$ cat config.mk
export PLATFORM = sky130hd
export DESIGN_NAME = cmos_to_axis
export DESIGN_NICKNAME = d
export VERILOG_FILES = /design/src/rtl/cmos_pkg.sv /design/src/rtl/pix_fifo.sv /design/src/rtl/cmos_to_axis.sv
export SDC_FILE = /design/constraint.sdc
export NUM_CORES = 1
export LEC_CHECK = 0
export BUFFER_PORTS_ARGS = -buffer_cell sky130_fd_sc_hd__buf_2
export CAP_MARGIN = 20
export CORE_AREA = 4 4 164 118
export CTS_CLUSTER_SIZE = 10
export DETAILED_ROUTE_END_ITERATION = 16
export DIE_AREA = 0 0 168 122
export HOLD_SLACK_MARGIN = 0.03
export MAX_ROUTING_LAYER = met4
export PLACE_DENSITY = 0.72
export SETUP_SLACK_MARGIN = 0.02
export SLEW_MARGIN = 20
export SYNTH_ARGS = -nofsm -noshare
export SYNTH_HDL_FRONTEND = slang
export SYNTH_SLANG_ARGS = --single-unit
export TNS_END_PERCENT = 30
$ cat constraint.sdc
create_clock -name pixel_clk -period 2.2 [get_ports pixel_clk]
set_input_delay 0.33 -clock pixel_clk [delete_from_list [all_inputs] [get_ports pixel_clk]]
set_output_delay 0.33 -clock pixel_clk [all_outputs]
set_load 0.02 [all_outputs]
$ cat src/rtl/cmos_pkg.sv
`default_nettype none
// ============================================================================
//  Module      : cmos_pkg
//  Description : Shared types and constants for the CMOS-to-AXI4-Stream
//                converter: capture state encoding and FIFO entry layout.
//  Revision    : 1.0 - initial release
// ============================================================================
package cmos_pkg;

    // Capture state machine encoding
    typedef enum logic [1:0] {
        SYNC     = 2'd0,   // waiting for a vsync high to align to a frame
        WAIT_SOF = 2'd1,   // in vertical blanking, waiting for vsync low
        ACTIVE   = 2'd2,   // capturing pixels of the current frame
        DROP     = 2'd3    // frame corrupted by overrun, discard until vsync
    } state_t;

    // FIFO entry is {tuser, tlast, data}; the sideband bit positions are
    // given as offsets above the data field (add DATA_WIDTH to get the bit).
    localparam int TLAST_BIT = 0;
    localparam int TUSER_BIT = 1;

endpackage : cmos_pkg
`default_nettype wire

$ cat src/rtl/pix_fifo.sv
`default_nettype none
// ============================================================================
//  Module      : pix_fifo
//  Description : Synchronous show-ahead FIFO. The head entry is presented on
//                o_rd_data whenever the FIFO is not empty (zero when empty).
//                A write into a full FIFO is accepted when a read happens in
//                the same cycle. DEPTH must be a power of two.
//  Revision    : 1.0 - initial release
// ============================================================================
module pix_fifo #(
    parameter int WIDTH = 10,
    parameter int DEPTH = 16
) (
    input  logic             clk,
    input  logic             rst,
    input  logic             i_wr_en,
    input  logic [WIDTH-1:0] i_wr_data,
    input  logic             i_rd_en,
    output logic [WIDTH-1:0] o_rd_data,
    output logic             o_full,
    output logic             o_empty
);

    localparam int             c_AW   = $clog2(DEPTH);
    localparam logic [c_AW:0]  c_FULL = (c_AW + 1)'(DEPTH);

    logic [WIDTH-1:0] r_mem [DEPTH];
    logic [c_AW-1:0]  r_wr_ptr;
    logic [c_AW-1:0]  r_rd_ptr;
    logic [c_AW:0]    r_count;
    logic             w_wr;
    logic             w_rd;

    assign o_full    = (r_count == c_FULL);
    assign o_empty   = (r_count == '0);
    assign w_rd      = i_rd_en && !o_empty;
    // A simultaneous read frees the slot, so full does not block that write
    assign w_wr      = i_wr_en && (!o_full || w_rd);
    assign o_rd_data = o_empty ? '0 : r_mem[r_rd_ptr];

    // Storage array write; contents need no reset as reads are gated by empty
    always_ff @(posedge clk) begin
        if (w_wr) begin
            r_mem[r_wr_ptr] <= i_wr_data;
        end
    end

    // Pointer and occupancy bookkeeping; pointers wrap naturally (power of 2)
    always_ff @(posedge clk) begin
        if (rst) begin
            r_wr_ptr <= '0;
            r_rd_ptr <= '0;
            r_count  <= '0;
        end else begin
            if (w_wr) begin
                r_wr_ptr <= r_wr_ptr + 1'b1;
            end
            if (w_rd) begin
                r_rd_ptr <= r_rd_ptr + 1'b1;
            end
            case ({w_wr, w_rd})
                2'b10:   r_count <= r_count + 1'b1;
                2'b01:   r_count <= r_count - 1'b1;
                default: r_count <= r_count;
            endcase
        end
    end

endmodule : pix_fifo
`default_nettype wire

$ cat src/rtl/cmos_to_axis.sv
`default_nettype none
// ============================================================================
//  Module      : cmos_to_axis
//  Description : Converts a sampled CMOS vsync/href/pixel stream into an
//                AXI4-Stream video master with tuser (start of frame) and
//                tlast (end of line). A show-ahead FIFO absorbs downstream
//                backpressure; overruns drop the rest of the frame and set a
//                sticky flag. Frame width/height are measured per frame.
//  Revision    : 1.0 - initial release
// ============================================================================
module cmos_to_axis
    import cmos_pkg::*;
#(
    parameter int DATA_WIDTH = 8,
    parameter int FIFO_DEPTH = 16,
    parameter int CNT_WIDTH  = 12
) (
    input  logic                  pixel_clk,
    input  logic                  rst,
    input  logic                  vsync,
    input  logic                  href,
    input  logic [DATA_WIDTH-1:0] data_in,
    output logic [DATA_WIDTH-1:0] m_axis_tdata,
    output logic                  m_axis_tvalid,
    input  logic                  m_axis_tready,
    output logic                  m_axis_tuser,
    output logic                  m_axis_tlast,
    output logic [CNT_WIDTH-1:0]  frame_width,
    output logic [CNT_WIDTH-1:0]  frame_height,
    output logic                  frame_done,
    output logic                  overflow
);

    localparam int                   c_ENTRY_W   = DATA_WIDTH + 2;
    localparam int                   c_TLAST_POS = DATA_WIDTH + TLAST_BIT;
    localparam int                   c_TUSER_POS = DATA_WIDTH + TUSER_BIT;
    localparam logic [CNT_WIDTH-1:0] c_CNT_MAX   = '1;

    // Capture state
    state_t                r_state;
    state_t                w_state_next;
    logic                  w_active;
    logic                  w_frame_end;

    // One-entry pixel stage between the sensor and the FIFO
    logic                  r_stage_valid;
    logic                  r_stage_tuser;
    logic [DATA_WIDTH-1:0] r_stage_data;
    logic                  w_load;
    logic                  w_push_tlast;

    // Frame bookkeeping
    logic                  r_sof_pending;
    logic                  r_first_line;
    logic                  r_href_d;
    logic                  w_href_fall;
    logic [CNT_WIDTH-1:0]  r_pix_cnt;
    logic [CNT_WIDTH-1:0]  r_line_cnt;
    logic [CNT_WIDTH-1:0]  w_pix_next;
    logic [CNT_WIDTH-1:0]  w_line_next;
    logic [CNT_WIDTH-1:0]  r_frame_width;
    logic [CNT_WIDTH-1:0]  r_frame_height;
    logic                  r_frame_done;
    logic                  r_overflow;

    // FIFO interface
    logic                  w_pop;
    logic                  w_push;
    logic                  w_overrun;
    logic                  w_fifo_full;
    logic                  w_fifo_empty;
    logic [c_ENTRY_W-1:0]  w_push_entry;
    logic [c_ENTRY_W-1:0]  w_fifo_rd_data;

    assign w_active    = (r_state == ACTIVE);
    // r_href_d is only ever set while capturing, so this is an in-frame fall
    assign w_href_fall = w_active && r_href_d && !href;

    assign w_pop       = !w_fifo_empty && m_axis_tready;
    // The stage always attempts a write; it only fails on a full FIFO that
    // is not also being drained this cycle
    assign w_overrun   = r_stage_valid && w_fifo_full && !w_pop;
    assign w_push      = r_stage_valid && !w_overrun;
    assign w_load      = w_active && href && !w_overrun;

    // The staged pixel ends its line unless another pixel of the same line
    // is being captured on this very edge
    assign w_push_tlast = !(w_active && href);
    assign w_push_entry = {r_stage_tuser, w_push_tlast, r_stage_data};

    // Next-state logic; overrun wins over a coincident frame end so a
    // corrupted frame never reports its geometry
    always_comb begin
        w_state_next = r_state;
        w_frame_end  = 1'b0;
        case (r_state)
            SYNC: begin
                if (vsync) w_state_next = WAIT_SOF;
            end
            WAIT_SOF: begin
                if (!vsync) w_state_next = ACTIVE;
            end
            ACTIVE: begin
                if (w_overrun) begin
                    w_state_next = DROP;
                end else if (vsync) begin
                    w_state_next = WAIT_SOF;
                    w_frame_end  = 1'b1;
                end
            end
            DROP: begin
                if (vsync) w_state_next = WAIT_SOF;
            end
            default: w_state_next = SYNC;
        endcase
    end

    // State register
    always_ff @(posedge pixel_clk) begin
        if (rst) begin
            r_state <= SYNC;
        end else begin
            r_state <= w_state_next;
        end
    end

    // Stage register: capture a pixel, hand it to the FIFO on the next edge
    always_ff @(posedge pixel_clk) begin
        if (rst) begin
            r_stage_valid <= 1'b0;
            r_stage_tuser <= 1'b0;
            r_stage_data  <= '0;
        end else begin
            r_stage_valid <= w_load;
            if (w_load) begin
                r_stage_tuser <= r_sof_pending;
                r_stage_data  <= data_in;
            end
        end
    end

    // Frame-position flags: start-of-frame marker, first-line window, href history
    always_ff @(posedge pixel_clk) begin
        if (rst) begin
            r_sof_pending <= 1'b1;
            r_first_line  <= 1'b1;
            r_href_d      <= 1'b0;
        end else begin
            r_href_d <= w_active && href;
            if (!w_active) begin
                r_sof_pending <= 1'b1;
                r_first_line  <= 1'b1;
            end else begin
                if (href) r_sof_pending <= 1'b0;
                if (w_href_fall) r_first_line <= 1'b0;
            end
        end
    end

    // Saturating next values for the width and height counters
    always_comb begin
        w_pix_next  = r_pix_cnt;
        w_line_next = r_line_cnt;
        if (w_active && href && r_first_line && (r_pix_cnt != c_CNT_MAX)) begin
            w_pix_next = r_pix_cnt + 1'b1;
        end
        if (w_href_fall && (r_line_cnt != c_CNT_MAX)) begin
            w_line_next = r_line_cnt + 1'b1;
        end
    end

    // Counters run only while staying in ACTIVE and clear on any exit
    always_ff @(posedge pixel_clk) begin
        if (rst) begin
            r_pix_cnt  <= '0;
            r_line_cnt <= '0;
        end else if (w_active && (w_state_next == ACTIVE)) begin
            r_pix_cnt  <= w_pix_next;
            r_line_cnt <= w_line_next;
        end else begin
            r_pix_cnt  <= '0;
            r_line_cnt <= '0;
        end
    end

    // Publish geometry at a clean frame end, including a fall on that edge
    always_ff @(posedge pixel_clk) begin
        if (rst) begin
            r_frame_width  <= '0;
            r_frame_height <= '0;
            r_frame_done   <= 1'b0;
        end else begin
            r_frame_done <= w_frame_end;
            if (w_frame_end) begin
                r_frame_width  <= w_pix_next;
                r_frame_height <= w_line_next;
            end
        end
    end

    // Sticky overrun flag
    always_ff @(posedge pixel_clk) begin
        if (rst) begin
            r_overflow <= 1'b0;
        end else if (w_overrun) begin
            r_overflow <= 1'b1;
        end
    end

    pix_fifo #(
        .WIDTH (c_ENTRY_W),
        .DEPTH (FIFO_DEPTH)
    ) u_pix_fifo (
        .clk       (pixel_clk),
        .rst       (rst),
        .i_wr_en   (w_push),
        .i_wr_data (w_push_entry),
        .i_rd_en   (w_pop),
        .o_rd_data (w_fifo_rd_data),
        .o_full    (w_fifo_full),
        .o_empty   (w_fifo_empty)
    );

    assign m_axis_tvalid = !w_fifo_empty;
    assign m_axis_tdata  = w_fifo_rd_data[DATA_WIDTH-1:0];
    assign m_axis_tlast  = w_fifo_rd_data[c_TLAST_POS];
    assign m_axis_tuser  = w_fifo_rd_data[c_TUSER_POS];
    assign frame_width   = r_frame_width;
    assign frame_height  = r_frame_height;
    assign frame_done    = r_frame_done;
    assign overflow      = r_overflow;

endmodule : cmos_to_axis
`default_nettype wire

==> results of run 1 <==
## worst paths after layout
check | start | endpoint | slack [ns] | cells past startpoint
hold / removal | data_in[6] | r_stage_data[6] | 0.05 | 3
setup / recovery | flop | m_axis_tdata[0] | -0.34 | 5
setup reg to reg | u_pix_fifo.r_count[3] | u_pix_fifo.r_count[2] | -0.11 | 11
hold reg to reg | frame_width[9] | frame_width[9] | 0.45 | 2
## registers in the layout, summed over array words and instances (netlist names), 2 cells and up, named ones only
signal,flops
frame_height,12
frame_width,12
r_line_cnt,12
r_pix_cnt,12
r_stage_data,8
r_state,2
u_pix_fifo.r_count,5
u_pix_fifo.r_mem,160
u_pix_fifo.r_rd_ptr,4
u_pix_fifo.r_wr_ptr,4
## synth_stat cells, types with 3 or more instances
cell type  instances  area share, %
o22ai_1           11           0.71
buf_2              5           0.26
a21oi_1           20            1.0
inv_1             15           0.58
o21ai_1            7           0.36
ha_1              13            1.7
nand2b_1           8           0.52
and4_1             3           0.27
clkbuf_1          14           0.55
or3_1              3           0.19
dfxtp_1           82             17
nor2_1            51            2.0
xor2_1            12            1.1
xnor2_1            8           0.73
mux2i_1           29            3.0
nand2_1           63            2.5
nand4_1            5           0.32
nor4_1             5           0.32
a22o_1             3           0.27
nand3_1           16           0.83
o21ai_0           22            1.1
nor3_1             6           0.31
and3_1             5           0.32
mux4_2            40            9.3
buf_4              6           0.47
nor2b_1            4           0.26
edfxtp_1         160             50
and2_1            10           0.65
## power groups by stage
stage	clock network (W)	logic, W	registers, W
global placement	0	0.00139	0.00502
global route	0.00442	0.00178	0.00495
finish	0.00414	0.00167	0.00495
detailed placement	0	0.00143	0.00502
CTS	0.00421	0.00154	0.00494
floorplan	0	0.000993	0.00500
## repair_timing
action / CTS / global route
hold buffers: 3 / 0
cloned: 1 / 0
pin swaps: 0 / 6
endpoints found under the setup margin: 12 / 38
endpoints found under the hold margin: 3 / 0
gates resized for setup: 17 / 20
setup buffers: 0 / 1
## worst register-to-register path, cell delays in order (launching register included)
cell,delay (ns)
dfxtp_4,0.37
nor4_4,0.36
buf_4,0.17
a21boi_2,0.05
inv_2,0.09
ha_4,0.14
xor2_1,0.15
ha_2,0.23
a21oi_4,0.05
xnor2_2,0.14
or3_1,0.37
a21oi_2,0.13
## kinds of logic after synthesis
kind of cell	count (synthesis)	synth area share, %
flip-flops	242	66.9
AND/OR/NAND/NOR	191	9.66
AO/OA/AOI/OAI	83	5.43
adder cells (fa/ha/maj)	13	1.69
XOR/XNOR	20	1.82
buffers and inverters	45	2.16
multiplexers	69	12.4
## area by class of cell
type	instances	share of cell area [%]
diodes	1	0.0218
well taps	236	2.57
inverters	15	0.490
clock buffers	49	7.06
clock inverters	1	0.0763
flip-flops and latches	242	56.2
repair buffers	93	5.94
multi-input cells	376	27.7
## layer usage
layer / part of all wire (%) / GRT usage [%] / up-vias
met5: 0 / - / -
met4: 2.6 / 5.78 / 0
met1: 45 / 30.4 / 2912
li1: - / - / 2687
met2: 45 / 32.1 / 235
met3: 7.0 / 4.22 / 55
## cells in the final DEF, fill, tap and decap left out, drive strengths merged, types with 6 or more instances in the layout
cell type	n
nand2b	8
mux4	40
nor3	6
o21ai	30
nor2	51
clkbuf	49
edfxtp	160
xor2	12
nand2	63
buf	90
inv	15
dfxtp	82
a21oi	20
nor4	6
nand3	17
and2	10
mux2i	29
o22ai	11
xnor2	8
nand4	6
ha	13
## metrics by stage
stage          instance area [um^2]  hold WS [ns]  setup TNS, ns  setup WS (ns)
2_1_floorplan                  9640         0.430          -5.34         -0.133
3_3_place_gp                  10400         0.432              0         0.0911
3_5_place_dp                  10400         0.439       -0.00537       -0.00537
4_1_cts                       11400        0.0369          -3.15         -0.332
5_1_grt                       11500        0.0465          -4.15         -0.394
6_report                      11500        0.0524          -3.12         -0.341
==> flow_summary_export.csv, run 1 <==
group,metric,value,unit
layout,multi_input_area,0.00318,mm^2
global_routing,grt_pass1_vias,5807,
sta,fin_crit_sh,115,%
place,io_buffers,49,
clock_tree,cts_tree,"done",
die,boundaryPins,50,
critical_path,cp_data_arrival_time,2.21,ns
power,p_leak,4.10,nW
detailed_routing,via_per_inst,5.81,
detailed_routing,vias,5889,
yosys,ys.flop_type,"edfxtp_1",
yosys,synth_area,0.00964,mm^2
yosys,yosysWarnings,0,
yosys,ys_types,57,
clock_tree,h-tree-depth,1,
detailed_routing,dr.pass1.iters,5,
detailed_routing,drc,0,
power,p_seq_share,46.0,%
power,combPwrFrac,15.5,%
detailed_routing,drt_iter0_drc,554,
sta,setup_ws,-0.341,ns
power,p_sw_share,24.6,%
critical_path,cp-start-kind,"flop",
detailed_routing,antenna_left,0,
clock_tree,path_clk_slew,0.06,ns
layout,nNetsFinal,782,
global_routing,grt_pass1_wl,32900,um
critical_path,crit_slowest_cell,"mux4_2",
die,initial_core_util,54.1,%
layout,stdcell_count,1013,
status,outcome,"complete, but fails checks",
die,die-area,0.0205,mm^2
critical_path,critical_path_class,"reg2out",
layout,final-seq-area,0.00645,mm^2
place,place.gp.congestion,0.831,
sta,slew_headroom,53.0,%
sta,clock_skew,0.0158,ns
layout,n_fill_cell,1250,
sta,setup-violations-final,12,
clock_tree,cts_made_buffers,28,
power,p_switching,0.00265,W
sta,final_max_slew_viol_count,0,
clock_tree,clock_sinks,242,
power,pwr-share-clk,38.5,%
clock_tree,clockBufferDepth,3,
die,row_count,41,
yosys,synth_area_per_cell,14.5,um^2
place,dp_hpwl,13000,um
detailed_routing,wl,21200,um
clock_tree,clk_latency,0.53,ns
clock_tree,cts-root-buf,"clkbuf_16",
power,p_total,0.0108,W
detailed_routing,wire_per_inst,20.9,um
die,die_w,168,um
sta,hold_viol,0,
global_routing,grt_usage,21.4,%
sta,rsz0062_at_grt,"yes",
critical_path,slowest_delay,0.55,ns
critical_path,cp_top_family,"multiplexers",
yosys,ys_ff_latch,242,
power,power.internal,0.00811,W
min_path,holdCritPathClass,"in2reg",
yosys,synth-edff-count,160,
layout,syn_to_final_growth,19.2,%
yosys,synth.yosys.seq_area_share,66.9,%
global_routing,grt_start_max_net_pins,41,
critical_path,path_cells,"buf_12 -> mux4_2 -> mux2i_1 -> o22ai_1 -> buf_2",
yosys,syn_inst,663,
yosys,synthArstFlopShare,0,%
critical_path,path_buf_inv,2,
layout,post-route-util,64.5,%
power,peakVddDrop,512,uV
yosys,syn_nets,689,
power,power.density,937,mW/mm^2
place,place_inst,957,
critical_path,end_kind,"output port",
critical_path,path_max_fanout,13,
global_routing,grt_antenna_before_repair,0,
sta,tightest_slew,0.704,ns
layout,drive_above_1_share,25.9,%
critical_path,worst_ep_required_time,1.87,ns
die,die_h,122,um
flow_run,cap_viol_max_count,0,
status,violations,"setup timing",
sta,post-route-min-period,2.54,ns
global_routing,grt-ovfl-total,0,
sta,max_freq,394,MHz
die,coreArea,0.0178,mm^2
No activity file was read; power rests on OpenSTA's default activity.
==> inputs of run 2 (changes only) <==
Settings changed: CAP_MARGIN 20 to unset, CORE_AREA 4 4 164 118 to 4 4 175 126, DIE_AREA 0 0 168 122 to 0 0 179 130, PLACE_DENSITY 0.72 to 0.66, SYNTH_HIERARCHICAL set to 1.
==> run 2 against run 1 <==
  * The flow still finishes with violations (setup timing)
  * Non-clock buffer count grew 40
  * Design area grew 11%
  * Clock-buffer cell count shrank 1
  * Combinational power shrank 80%
  * Via count grew 12%
  * Total power shrank 14%
  * Critical path type is now reg2reg
  * Largest cell class unchanged
  * Highest routed layer unchanged
==> flow_summary_export.csv, run 2 <==
group,metric,value,unit
status,outcome,"complete, but fails checks",
status,violations,"setup timing",
yosys,synth_area_per_cell,14.2,um^2
die,die_h,130,um
power,power.density,727,mW/mm^2
clock_tree,cts-root-buf,"clkbuf_16",
critical_path,r2r_cells,11,
clock_tree,clk_latency,0.53,ns
layout,drive_above_1_share,34.0,%
layout,nNetsFinal,865,
sta,fin_crit_sh,129,%
sta,tightest_slew,0.817,ns
yosys,ys_types,62,
layout,n_fill_cell,1495,
sta,rsz0062_at_grt,"yes",
layout,final_cell_mix,"edfxtp_1 (160), dfxtp_1 (79), buf_4 (60)",
yosys,synthArstFlopShare,0,%
place,io_buffers,49,
yosys,synth.most_common_cell,"edfxtp_1",
critical_path,r2r_start,"u_pix_fifo/r_count[3]",
clock_tree,path_clk_slew,0.06,ns
global_routing,grt_antenna_before_repair,1,
yosys,synth_area,0.0101,mm^2
yosys,syn_nets,737,
sta,holdWs,0.0493,ns
sta,final_max_slew_viol_count,0,
global_routing,grt_usage,21.7,%
detailed_routing,drc,0,
yosys,synth_area_leaders,"edfxtp_1 (48%), dfxtp_1 (16%), mux4_2 (9.0%), mux2i_1 (2.5%), nor2_1 (2.4%)",
detailed_routing,dr.pass1.iters,5,
clock_tree,clockBufferDepth,3,
die,row_count,44,
die,initial_core_util,49.3,%
layout,post-route-util,62.5,%
min_path,whs_path_depth,3,
critical_path,cp-start-kind,"flop",
layout,syn_to_final_growth,26.9,%
global_routing,grt_use_met1,31.2,%
place,place.gp.congestion,0.888,
sta,max_freq,352,MHz
detailed_routing,via_per_inst,5.83,
detailed_routing,wl,23900,um
clock_tree,cts_made_buffers,28,
critical_path,critical_path_class,"reg2reg",
critical_path,crit_path_end,"u_pix_fifo/r_count[4]",
yosys,ys_ff_latch,242,
layout,design_area,0.0128,mm^2
critical_path,startpoint,"u_pix_fifo/r_count[3]",
yosys,synth.yosys.seq_area_share,64.1,%
critical_path,r2r_slack,-0.64,ns
critical_path,worst_ep_required_time,2.59,ns
global_routing,use_met3,4.29,%
die,boundaryPins,50,
yosys,yosysTopAreaCell,"edfxtp_1",
global_routing,busiest_layer,"met2",
sta,hold_viol,0,
sta,clock_skew,0.0116,ns
detailed_routing,drt_iter0_drc,595,
clock_tree,h-tree-depth,1,
clock_tree,clock_sinks,242,
sta,setup_ws,-0.639,ns
clock_tree,cts_tree,"done",
sta,slew_headroom,45.2,%
yosys,yosysTopAreaCellShare,47.7,%
place,dpl-instance-area,0.0112,mm^2
global_routing,grt-ovfl-total,0,
critical_path,end_kind,"flop",
yosys,ys.flop_type,"edfxtp_1",
critical_path,cp_data_arrival_time,3.23,ns
yosys,yosysWarnings,6,
global_routing,grt_start_max_net_pins,37,
sta,setup-violations-final,197,
layout,final_common_cell,"edfxtp_1",
die,die_w,179,um
die,die-area,0.0233,mm^2
yosys,syn_inst,711,
power,p_leak,4.50,nW
die,coreArea,0.0204,mm^2
yosys,synth_top_cells_by_count,"edfxtp_1 (160), dfxtp_1 (82), nor2_1 (63), mux4_2 (40), a211oi_1 (28)",
global_routing,grt_pass1_vias,6680,
min_path,holdCritPathClass,"in2reg",
yosys,synth-edff-count,160,
layout,largest-register,"u_pix_fifo/r_mem",
detailed_routing,wire_per_inst,21.0,um
sta,post-route-min-period,2.84,ns
place,dp_hpwl,14700,um
detailed_routing,vias,6624,
layout,largest_register_ffs,160,
power,peakVddDrop,659,uV
global_routing,grt_pass1_wl,37800,um
detailed_routing,antenna_left,0,
global_routing,use_met2,33.0,%
flow_run,cap_viol_max_count,0,
critical_path,timing.rr.end,"u_pix_fifo/r_count[4]",
critical_path,path_max_fanout,3,
[run 2: changes by cell type in the layout (fill, tap and decap cells not counted), moves of 10 or more]
cell	previous run	this run
nand2_1	62	22
buf_4	33	60
a211oi_2	0	15
inv_1	14	26
buf_6	1	12
nor3_1	5	16
a311oi_1	1	11
and2_4	0	10
buf_2	49	39
nor2b_4	0	10
o31ai_1	1	11
[run 2: cell type report]
cell class                 count  area, um^2  share of cell area [%]
clock inverter                 2        20.0                   0.157
sequential                   242        6450                    50.5
tap                          276         345                    2.70
multi-input combinational    407        3840                    30.1
inverter                      27         101                   0.793
clock buffer                  48         786                    6.15
antenna                        1        2.50                  0.0196
timing repair buffer         133        1220                    9.56
[run 2: worst min path at each step]
stage,start,end,slack [ns]
6_report,data_in[7],r_stage_data[7],0.05
5_1_grt,data_in[1],r_stage_data[1],0.07
4_1_cts,data_in[7],r_stage_data[7],0.03
3_5_place_dp,frame_width[11],frame_width[11],0.45
3_3_place_gp,frame_height[6],frame_height[6],0.44
2_1_floorplan,href,r_sof_pending,0.43
[run 2: layer usage]
metal	share of wire [%]	vias up
met4	1.1	0
li1	-	3029
met2	47	208
met3	6.3	31
met5	0	-
met1	46	3356
[run 2: power by group]
part	switching [W]	internal, W
sequential	0.0000402	0.00484
clock	0.00167	0.00240
combinational	0.000191	0.000141
total	0.00190	0.00738
[run 2: critical path, stage by stage, from the launching register on]
cell       delay [ns]
dfxtp_2          0.32
or4_4            0.57
nor2_4           0.13
nand2b_4         0.14
a21boi_2         0.08
nor2b_4          0.14
o21ai_4          0.08
fa_2             0.34
nand2b_4         0.14
o2bb2ai_2        0.14
nor3b_1          0.14
or4_1            0.49
[run 2: logic make-up (layout without fill, tap and decap cells)]
family / after synthesis / in the layout / share of synthesized area [%]
compound gates: 127 / 127 / 9.31
xor+xnor: 7 / 7 / 0.609
fa+ha+maj: 13 / 13 / 1.69
buf+inv: 65 / 210 / 2.77
flops: 242 / 242 / 64.1
mux: 66 / 66 / 11.6
other cells: 0 / 1 / 0
simple gates: 191 / 194 / 10.0
[run 2: repair_timing]
item | in CTS | in global routing
pin swaps | 27 | 26
resized for setup | 78 | 36
gates cloned | 8 | 0
setup endpoints to repair | 209 | 216
setup buffers | 20 | 7
endpoints found under the hold margin | 2 | 0
hold buffers | 2 | 0
[run 2: per-stage QoR]
stage	std cells	worst slack, ns	total power [W]	TNS (ns)
after floorplan	711	-1.07	0.00515	-88.95
after global placement	1056	-0.703	0.00525	-46.94
after global routing	1136	-0.733	0.00964	-45.17
after detailed placement	1056	-0.823	0.00527	-60.98
final	1136	-0.639	0.00928	-31.31
after CTS	1131	-0.653	0.00934	-25.08
